$ cat src/rtl/leftpad_collect.sv
// leftpad_collect
// Collects the serial character stream coming out of the leftpad core and
// packs it into one string. The stream length is checked against the length
// the core should produce, and the result is handed to the consumer through a
// valid/ready handshake.
//
// Ports
//   clk        clock, all state changes on the rising edge
//   rst        asynchronous reset, active low
//   start      arm pulse, accepted in IDLE, or in DONE together with res_ready
//   exp_len    expected stream length, latched on an accepted start
//   in_char    character from the leftpad core (cout)
//   in_en      in_char is valid (leftpad out_en)
//   busy       frame in progress (WAIT, CAPT, CHK)
//   res_valid  result available, outputs held stable until res_ready
//   res_ready  consumer takes the result
//   res_str    packed result, char i at [i*CHAR_W +: CHAR_W], unfilled slots 0
//   res_len    number of characters captured
//   res_err    [0] gap, [1] overflow, [2] timeout
//
// state | meaning
// IDLE  | no frame, waiting for start
// WAIT  | armed, waiting for the first character, timer running
// CAPT  | receiving characters, a gap ends the frame with an error
// CHK   | one cycle after the last expected character, catches an overflow
// DONE  | result presented, waiting for res_ready
module leftpad_collect #(
  parameter int STR_LEN_MAX = 8,
  parameter int CHAR_W      = 8,
  parameter int TIMEOUT     = 3*STR_LEN_MAX,
  localparam int LEN_W      = $clog2(2*STR_LEN_MAX)
) (
  input  logic                            clk,
  input  logic                            rst,
  input  logic                            start,
  input  logic [LEN_W-1:0]                exp_len,
  input  logic [CHAR_W-1:0]               in_char,
  input  logic                            in_en,
  output logic                            busy,
  output logic                            res_valid,
  input  logic                            res_ready,
  output logic [2*STR_LEN_MAX*CHAR_W-1:0] res_str,
  output logic [LEN_W-1:0]                res_len,
  output logic [2:0]                      res_err
);

  localparam int TMR_W = $clog2(TIMEOUT+1);

  typedef enum logic [2:0] {
    IDLE = 3'd0,
    WAIT = 3'd1,
    CAPT = 3'd2,
    CHK  = 3'd3,
    DONE = 3'd4
  } state_t;

  state_t            state;
  logic [LEN_W-1:0]  exp_q;
  logic [TMR_W-1:0]  timer;
  logic              start_acc;
  logic [LEN_W-1:0]  cnt_inc;

  // In DONE a start only counts when the handshake completes in the same cycle,
  // so a pending result is never overwritten.
  assign start_acc = start & ((state == IDLE) | ((state == DONE) & res_ready));

  // res_len doubles as the capture count / write index; it never exceeds
  // exp_q, so the increment cannot wrap.
  assign cnt_inc = res_len + LEN_W'(1);

  always_ff @(posedge clk or negedge rst) begin
    if (!rst) begin
      state     <= IDLE;
      exp_q     <= '0;
      timer     <= '0;
      busy      <= 1'b0;
      res_valid <= 1'b0;
      res_str   <= '0;
      res_len   <= '0;
      res_err   <= '0;
    end else if (start_acc) begin
      exp_q     <= exp_len;
      timer     <= '0;
      res_str   <= '0;
      res_len   <= '0;
      res_err   <= '0;
      res_valid <= 1'b0;
      busy      <= 1'b1;
      state     <= (exp_len == '0) ? CHK : WAIT;
    end else begin
      case (state)
        IDLE: begin
          busy      <= 1'b0;
          res_valid <= 1'b0;
        end

        WAIT: begin
          if (in_en) begin
            res_str[CHAR_W-1:0] <= in_char;
            res_len             <= LEN_W'(1);
            state               <= (exp_q == LEN_W'(1)) ? CHK : CAPT;
          end else if (timer == TMR_W'(TIMEOUT-1)) begin
            res_err[2] <= 1'b1;
            busy       <= 1'b0;
            res_valid  <= 1'b1;
            state      <= DONE;
          end else if (timer != '1) begin
            timer <= timer + TMR_W'(1);
          end
        end

        CAPT: begin
          if (in_en) begin
            res_str[int'(res_len)*CHAR_W +: CHAR_W] <= in_char;
            res_len <= cnt_inc;
            if (cnt_inc == exp_q) begin
              state <= CHK;
            end
          end else begin
            // out_en from the core is contiguous, so any hole is a fault
            res_err[0] <= 1'b1;
            busy       <= 1'b0;
            res_valid  <= 1'b1;
            state      <= DONE;
          end
        end

        CHK: begin
          // a character here is one too many; it is flagged and dropped
          if (in_en) begin
            res_err[1] <= 1'b1;
          end
          busy      <= 1'b0;
          res_valid <= 1'b1;
          state     <= DONE;
        end

        DONE: begin
          if (res_ready) begin
            res_valid <= 1'b0;
            state     <= IDLE;
          end
        end

        default: begin
          busy      <= 1'b0;
          res_valid <= 1'b0;
          state     <= IDLE;
        end
      endcase
    end
  end

endmodule

$ cat config.mk
export PLATFORM = sky130hd
export DESIGN_NAME = leftpad_collect
export DESIGN_NICKNAME = d
export VERILOG_FILES = /design/src/rtl/leftpad_collect.sv
export SDC_FILE = /design/constraint.sdc
export NUM_CORES = 1
export LEC_CHECK = 0
export CORE_ASPECT_RATIO = 0.6
export CORE_MARGIN = 5
export CORE_UTILIZATION = 51
export CTS_CLUSTER_SIZE = 10
export DETAILED_ROUTE_END_ITERATION = 6
export GPL_TIMING_DRIVEN = 0
export MAX_ROUTING_LAYER = met4
export PLACE_DENSITY_LB_ADDON = 0.15
export SYNTH_ARGS = -nofsm -noshare
export SYNTH_HDL_FRONTEND = slang
export SYNTH_SLANG_ARGS = --single-unit
export TNS_END_PERCENT = 20
$ cat constraint.sdc
create_clock -name clk -period 3.2 [get_ports clk]
set_input_delay 0.64 -clock clk [delete_from_list [all_inputs] [get_ports clk]]
set_output_delay 0.64 -clock clk [all_outputs]
set_load 0.01 [all_outputs]
==> run_results.csv <==
group,metric,value,unit
logic_synthesis,yosysSeqAreaShare,0.550,
pwr,design_power_total,5.96,mW
route,viasPerCell,5.99,
cells_and_area,fill_cells,957,
cells_and_area,num_antenna_cells,0,
route,firstDrtPassIters,5,
critical_path,path_common_cell,"clkbuf_2",
logic_synthesis,syn-cell-area,0.00678,mm²
sta,finClkSkew,7.23,ps
place,hpwl,14800,µm
logic_synthesis,yosysWarnings,0,
place,placed_cells,968,
route,vias,5991,
logic_synthesis,synthTopCellsByCount,"dfrtp_1 (149), nand2_1 (100), mux2i_1 (53)",
logic_synthesis,synth_edf_count,0,
route,drt_iter0_drc,519,
floorplanning,ios,154,
grt,antenna_found_initial,0,
place,portBuffers,151,
logic_synthesis,synth.area.top_cells,"dfrtp_1 (55%), mux2i_1 (7.8%), nand2_1 (5.5%)",
sta,tightestPinTransition,834,ps
route,ant_nets,0,
route,route.met3.wl,1880,µm
critical_path,rrSetupSlack,170,ps
grt,grt_usage,0.265,
grt,grt_max_degree,81,
run,cap_violations,0,
logic_synthesis,synth_top_cell_area_share,0.550,
floorplanning,core,0.0129,mm²
cells_and_area,syn_to_final_growth,34.2,%
cells_and_area,drive_gt1_frac,0.0819,
logic_synthesis,yosysTopAreaCell,"dfrtp_1",
critical_path,crit_path_end_kind,"register",
cts,h-tree-depth,4,
cts,cts.sink_count,149,
grt,grt_pass1_wl,32700,µm
floorplanning,row_count,32,
cts,postCtsHoldBufs,0,
sta,rsz0062_at_grt,"false",
sta,finalSetupViolCount,0,
route,route.met2.wl,9040,µm
floorplanning,die_w,159,µm
critical_path,slowest_delay,590,ps
pwr,ir_drop,0.474,mV
sta,finalWorstSetupSlack,171,ps
critical_path,crit_type,"register to register",
critical_path,slowest_stage,"nor3_2",
outcome,outcome,"finished, final reports clean",
floorplanning,die_h,99.3,µm
pwr,power.density,655,mW/mm²
cts,clk_pin_slew,60,ps
route,wire_per_inst,20.6,µm
sta,fin_crit_sh,0.946,
logic_synthesis,ys_ff_latch,149,
route,route.detailed.drc,0,
route,highest_layer,"met4",
cells_and_area,final_cells,1000,
place,pre_cts_slack,57.7,ps
cts,root_buffer,"clkbuf_16",
critical_path,cp_max_fo,10,
cts,cts_tree,"built",
logic_synthesis,async_reset_ff_frac,1.00,
logic_synthesis,synthCells,646,
cts,clock_latency,430,ps
critical_path,cp_cell_sequence,"buf_2 -> clkbuf_2 -> nor3_1 -> ha_1 -> clkbuf_2 -> nand2b_1 -> nor3_2 -> nor2_1 -> a32o_1",
floorplanning,die_area,0.0158,mm²
sta,final_max_slew_viol_count,0,
critical_path,start_kind,"register",
cells_and_area,nets,842,
floorplanning,start_util,0.524,
sta,period_needed,3030,ps
logic_synthesis,ys_types,62,
logic_synthesis,yosysMostFrequentCell,"dfrtp_1",
critical_path,cp.required,3510,ps
grt,grt_pass1_vias,6028,
route,wl_met1,9360,µm
sta,hold_viol_final,0,
critical_path,cp_data_arrival_time,3340,ps
pwr,power_leakage,3.99,nW
route,wl,20600,µm
cts,cts_buffers,17,
grt,gr-total-overflow,0,
logic_synthesis,synth_area_per_cell,10.5,µm²
logic_synthesis,mappedNetlistNets,670,
sta,maxSlewHeadroom,0.442,
cts,cts_buffer_depth,2,
min_path,hold_class,"input port to async pin",
sta,fmax,0.330,GHz
logic_synthesis,synth_top_flop_cell,"dfrtp_1",
place,gp_congestion,0.910,
per-layer routing:
layer,track usage,vias up
met5,-,-
met4,0.0747,0
met1,0.374,2987
li1,-,2633
met2,0.385,337
met3,0.0679,34
report_power, final:
group          leakage (nW)  internal (mW)  switching (mW)
sequential             2.06           2.02           0.139
combinational          1.67          0.657            1.29
clock                 0.256           1.01           0.855
total                  3.99           3.68            2.28
registers in the layout, indices dropped and copies added, names as in the netlist:
name and cells:
res_str 128, timer 5, exp_q 4, res_len 4, res_err 3, state 3
busy 1, res_valid 1
cell families after synthesis:
kind of cell / synth area share
XOR/XNOR: 0.0116
AO/OA/AOI/OAI: 0.114
buffers and inverters: 0.0362
multiplexers: 0.0782
AND/OR/NAND/NOR: 0.197
flip-flops: 0.550
adder cells (fa/ha/maj): 0.0129
cell type report:
type,count,area (µm²),area share
clock inverter,14,116,0.0128
buffer,41,194,0.0213
timing repair buffer,153,1560,0.171
clock buffer,17,425,0.0467
inverter,14,52.6,0.00577
sequential,149,3730,0.410
multi-input combinational,442,2820,0.309
tap,170,213,0.0234
path summary, 6_finish.rpt:
path                              startpoint      endpoint  depth (start not counted)
worst max-delay path              res_len[0]   res_str[90]                          9
worst min-delay path                     rst    res_err[1]                          1
worst max register to register    res_len[0]   res_str[90]                          9
worst min register to register  res_str[124]  res_str[124]                          1
max in group asynchronous                rst   res_str[55]                          2
min in group clk                res_str[124]  res_str[124]                          1
timing repair:
item / CTS / global route
buffers inserted: 0 / 1
endpoints found under the hold margin: 0 / 0
setup endpoints to repair: 0 / 62
resized for setup: 0 / 2
metrics by stage:
stage                     TNS, ps  instance area (µm²)  hold WS, ps   util
after floorplan                 0                 6780          344      -
after CTS                       0                 9080          252  0.702
final                           0                 9100          213  0.704
after global routing            0                 9100          281  0.704
after detailed placement        0                 8540          476  0.660
after global placement    -615620                 8510          471  0.658
worst max-delay path: cells and delay by family, from the launching register on:
| family | cells | cell delay, ps |
|---|---|---|
| flip-flops | 1 | 470 |
| adder cells (fa/ha/maj) | 1 | 280 |
| buffers and inverters | 3 | 800 |
| AND/OR/NAND/NOR | 4 | 1110 |
| AO/OA/AOI/OAI | 1 | 260 |
cells in the final DEF (no fill, tap or decap), types with 14 or more instances in the layout:
cell	instances
a21oi_1	24
clkbuf_1	22
clkbuf_16	17
clkdlybuf4s50_1	150
dfrtp_1	149
inv_1	14
mux2i_1	53
nand2_1	100
nand3_1	45
nor2_1	28
o21ai_0	49
No activity file was read; power rests on OpenSTA's default activity.
